--- src/rtl/packet_deframer.sv ---
`default_nettype none
// ============================================================================
// Module   : packet_deframer
// Purpose  : Pops bytes from a show-ahead receive FIFO, decodes the packet
//            length from the opcode byte, assembles the packet and presents
//            it as one wide word with a valid/ready handshake. Partial
//            packets that starve for TIMEOUT cycles are dropped and counted.
// Ports    : clk, reset         - clock, synchronous active-high reset
//            fifo_rd_data       - head byte of upstream FIFO (show-ahead)
//            fifo_empty         - upstream FIFO empty
//            fifo_rd_en         - pop strobe (combinational)
//            pkt_data           - assembled packet, byte 0 = opcode
//            pkt_len            - packet length in bytes (1, 2, 4 or 6)
//            pkt_valid          - packet available
//            pkt_ready          - downstream accepts packet
//            timeout_err        - one-cycle pulse on a dropped packet
//            drop_count         - saturating count of dropped packets
// Revision : 1.0 - initial release
// ============================================================================
module packet_deframer #(
  parameter int MAX_BYTES = 6,
  parameter int TIMEOUT   = 1024
) (
  input  logic                   clk,
  input  logic                   reset,
  input  logic [7:0]             fifo_rd_data,
  input  logic                   fifo_empty,
  output logic                   fifo_rd_en,
  output logic [8*MAX_BYTES-1:0] pkt_data,
  output logic [2:0]             pkt_len,
  output logic                   pkt_valid,
  input  logic                   pkt_ready,
  output logic                   timeout_err,
  output logic [7:0]             drop_count
);

  localparam int                  STARVE_W    = (TIMEOUT > 1) ? $clog2(TIMEOUT) : 1;
  localparam logic [STARVE_W-1:0] STARVE_LAST = STARVE_W'(TIMEOUT - 1);

  typedef enum logic [1:0] {
    IDLE    = 2'd0,
    COLLECT = 2'd1,
    EMIT    = 2'd2
  } state_t;

  state_t              state;
  logic [2:0]          idx;
  logic [STARVE_W-1:0] starve;

  // Length code lives in the two top bits of the opcode.
  function automatic logic [2:0] decode_len(input logic [7:0] opcode);
    case (opcode[7:6])
      2'b00:   decode_len = 3'd1;
      2'b01:   decode_len = 3'd2;
      2'b10:   decode_len = 3'd4;
      default: decode_len = 3'd6;
    endcase
  endfunction

  // Popping is held off during reset so no byte is lost at the reset edge.
  assign fifo_rd_en = !reset && !fifo_empty && (state == IDLE || state == COLLECT);

  always_ff @(posedge clk) begin
    if (reset) begin
      state       <= IDLE;
      idx         <= 3'd0;
      starve      <= '0;
      pkt_data    <= '0;
      pkt_len     <= 3'd0;
      pkt_valid   <= 1'b0;
      timeout_err <= 1'b0;
      drop_count  <= 8'd0;
    end else begin
      timeout_err <= 1'b0;
      case (state)
        IDLE: begin
          if (fifo_rd_en) begin
            pkt_data <= {{(8*MAX_BYTES-8){1'b0}}, fifo_rd_data};
            pkt_len  <= decode_len(fifo_rd_data);
            if (decode_len(fifo_rd_data) == 3'd1) begin
              pkt_valid <= 1'b1;
              state     <= EMIT;
            end else begin
              idx    <= 3'd1;
              starve <= '0;
              state  <= COLLECT;
            end
          end
        end

        COLLECT: begin
          if (fifo_rd_en) begin
            pkt_data[8*int'(idx) +: 8] <= fifo_rd_data;
            idx                        <= idx + 3'd1;
            starve                     <= '0;
            if (idx + 3'd1 == pkt_len) begin
              pkt_valid <= 1'b1;
              state     <= EMIT;
            end
          end else if (starve == STARVE_LAST) begin
            // TIMEOUT-th consecutive starved cycle: drop the partial packet.
            state       <= IDLE;
            timeout_err <= 1'b1;
            starve      <= '0;
            pkt_data    <= '0;
            pkt_len     <= 3'd0;
            if (drop_count != 8'hFF) begin
              drop_count <= drop_count + 8'd1;
            end
          end else begin
            starve <= starve + 1'b1;
          end
        end

        EMIT: begin
          if (pkt_ready) begin
            pkt_valid <= 1'b0;
            state     <= IDLE;
          end
        end

        default: begin
          pkt_valid <= 1'b0;
          state     <= IDLE;
        end
      endcase
    end
  end

endmodule
`default_nettype wire

--- config.mk ---
export PLATFORM = sky130hd
export DESIGN_NAME = packet_deframer
export DESIGN_NICKNAME = d
export VERILOG_FILES = /design/src/rtl/packet_deframer.sv
export SDC_FILE = /design/constraint.sdc
export NUM_CORES = 1
export LEC_CHECK = 0
export BUFFER_PORTS_ARGS = -buffer_cell sky130_fd_sc_hd__clkbuf_2
export CAP_MARGIN = 25
export CORE_ASPECT_RATIO = 0.75
export CORE_MARGIN = 2
export CORE_UTILIZATION = 35
export CTS_CLUSTER_SIZE = 25
export DETAILED_ROUTE_END_ITERATION = 16
export GPL_ROUTABILITY_DRIVEN = 0
export REMOVE_ABC_BUFFERS = 1
export SYNTH_ARGS = -nofsm -noshare
export SYNTH_HDL_FRONTEND = slang
export SYNTH_SLANG_ARGS = --single-unit
--- constraint.sdc ---
create_clock -name clk -period 3.55 [get_ports clk]
set_input_delay 0.71 -clock clk [delete_from_list [all_inputs] [get_ports clk]]
set_output_delay 0.71 -clock clk [all_outputs]
set_load 0.02 [all_outputs]
==> results.ini <==
[status]
status=complete, no violations

[detailed_routing]
ant_nets=0
dr.pass1.iters=4
avgRoutedWirePerCell_um=16.74
vias=3620
vias_per_cell=5.737
drt_iter0_markers=290
drc_errors=0
totalWireLength_mm=10.56

[finish]
drive_above_1_share_pct=23.03
final_cell_mix=dfxtp_1 (76), clkbuf_2 (73), a21oi_1 (59), nand2_1 (39), nor3_1 (38)
num_antenna_cells=0
syn_to_final_growth_pct=19.53
finalNetCount=509
final_common_cell=dfxtp_1

[timing]
worst_slack_ns=0.8876
hold_violations=0
worst_slew_pin_slew_ns=0.8615
skew_ns=0.008469
tns_ns=0
rsz0062_at_grt=false
slew_violations=0
slew_headroom_pct=42.12
layout_min_cycle_time_ns=2.662
setup-violations-final=0
period_share_pct=75.00
fmax_mhz=375.6

[critical_path]
crit_buf_inv=1
cp_cell_sequence=inv_1, ha_1, ha_1, or2_2, nor4_4, a21oi_1, a311oi_1
endpoint_kind=flop
critPathMaxStageDelay_ns=0.67
setup.worst_path.start_class=flop
slowest_stage=nor4_4
cp.required_ns=3.79
path_common_cell=ha_1
crit_fanout=16
crit_type=flop to flop
worst_ep_arrival_time_ns=2.91
crit_family=simple AND/OR/NAND/NOR gates

[power]
power_density_nw_per_um2=452.3
peakVddDrop_uv=228.8
power.leakage_nw=1.718

[synth]
async_reset_ff_share_pct=0
synth_edf_count=0
syn_inst=435
synth_warnings=0
yosysSeqAreaShare_pct=40.32
syn_area_um2=3774
syn_avg_cell_area_um2=8.675
ys_types=52
synth_top_flop_cell=dfxtp_1
synth_seq_cells=76

[cts]
clkTransAtPathRegs_ns=0.06
cts_hold_buffers=0
cts_max_path_buffers=2
clkSinkCount=76
ctsResizeCount=0
cts_made_buffers=9
cts_root_buf=clkbuf_16
post_cts_buffers=0
cts_tree=built
clock_latency_ns=0.34
cts_htree_levels=3

[grt]
overflow=0
antenna_found_initial=0
grt_pass1_wl_mm=17.02
grtUsageTotal_pct=18.70
grt_pass1_vias=3347
grt_max_degree=41

[floorplan]
io_pins=74
num_rows=32
die_w_um=123.9
fp.dieArea_um2=11640
initial_core_util_pct=36.25
coreArea_um2=10410
fp.dieH_um=93.93

[hold_path]
hold_class=flop to flop

[placement]
dpl_worst_slack_ns=0.7645
io_buffer_count=73
dpl.hpwl_mm=7.080

[flow_run]
drv_cap=0

worst paths after layout:
path	slack [ns]	end	cells past startpoint	from
worst max register to register	0.89	pkt_data[21]$_SDFFE_PP0P_	7	idx[0]$_SDFFE_PP0P_
worst max-delay path	0.89	pkt_data[21]$_SDFFE_PP0P_	7	idx[0]$_SDFFE_PP0P_
worst min-delay path	0.46	pkt_data[1]$_SDFFE_PP0P_	2	pkt_data[1]$_SDFFE_PP0P_
worst min register to register	0.46	pkt_data[1]$_SDFFE_PP0P_	2	pkt_data[1]$_SDFFE_PP0P_
cell usage after synthesis (4+ instances only):
cell type	number	area, µm²
dfxtp_1	76	1521
a21oi_1	59	295.3
nand2_1	39	146.4
nor3_1	38	190.2
a221oi_1	32	280.3
clkbuf_1	24	90.09
nor2_1	16	60.06
o31ai_1	11	82.58
a311oi_1	10	87.58
nand3_1	9	45.04
or4_1	9	67.56
inv_1	8	30.03
mux2i_1	8	80.08
buf_4	7	52.55
o21ai_0	7	35.03
ha_1	6	75.07
nor2b_1	6	37.54
a31oi_1	5	31.28
nand2b_1	5	31.28
buf_2	4	20.02
nor4b_1	4	35.03
power by group:
part           internal (mW)  switching [mW]  total, mW
logic                 0.0616           0.126      0.188
registers              0.865          0.0128      0.877
clock network          0.612           0.362      0.975
total                   1.54           0.501       2.04
layout make-up:
class                      instances  area, µm²
fill                            1034       5899
inverter                           8      30.03
tap                              136      170.2
clock buffer                       9      225.2
clock inverter                     6      90.09
sequential                        76       1521
timing repair buffer              85      455.4
multi-input combinational        311       2018
worst register-to-register path, cell delays in order (launching register included):
cell,delay [ns]
dfxtp_1,0.48
inv_1,0.15
ha_1,0.24
ha_1,0.25
or2_2,0.37
nor4_4,0.67
a21oi_1,0.16
a311oi_1,0.25
metrics by stage:
stage | std cells | hold WS [ns] | area, µm² | power (mW) | util [%]
floorplan | 395 | 0.4581 | 3570 | 0.9994 | -
finish | 631 | 0.4645 | 4511 | 2.040 | 43.33
CTS | 631 | 0.4630 | 4511 | 2.061 | 43.33
global route | 631 | 0.4671 | 4511 | 2.114 | 43.33
global placement | 616 | 0.4454 | 4195 | 1.078 | 40.30
detailed placement | 616 | 0.4521 | 4195 | 1.083 | 40.30
routing by layer:
metal / vias up / wire length, µm / track usage (%)
met5: - / 0 / 0
met4: 0 / 158 / 6.648
met3: 11 / 705 / 4.733
met2: 108 / 4559 / 26.60
met1: 1723 / 5137 / 27.07
li1: 1778 / - / -
registers in the layout, summed over array words and instances, names as in the netlist:
name,count
pkt_valid,1
pkt_len,3
pkt_data,48
state,2
drop_count,8
starve,10
idx,3
timeout_err,1
kinds of logic after synthesis:
family,share of synthesized area (%)
AO/OA/AOI/OAI,24.93
multiplexers,3.017
XOR/XNOR,1.094
flip-flops,40.32
adder cells (fa/ha/maj),1.989
buffers and inverters,6.200
AND/OR/NAND/NOR,22.45
Power figures use the tool's default switching activity.
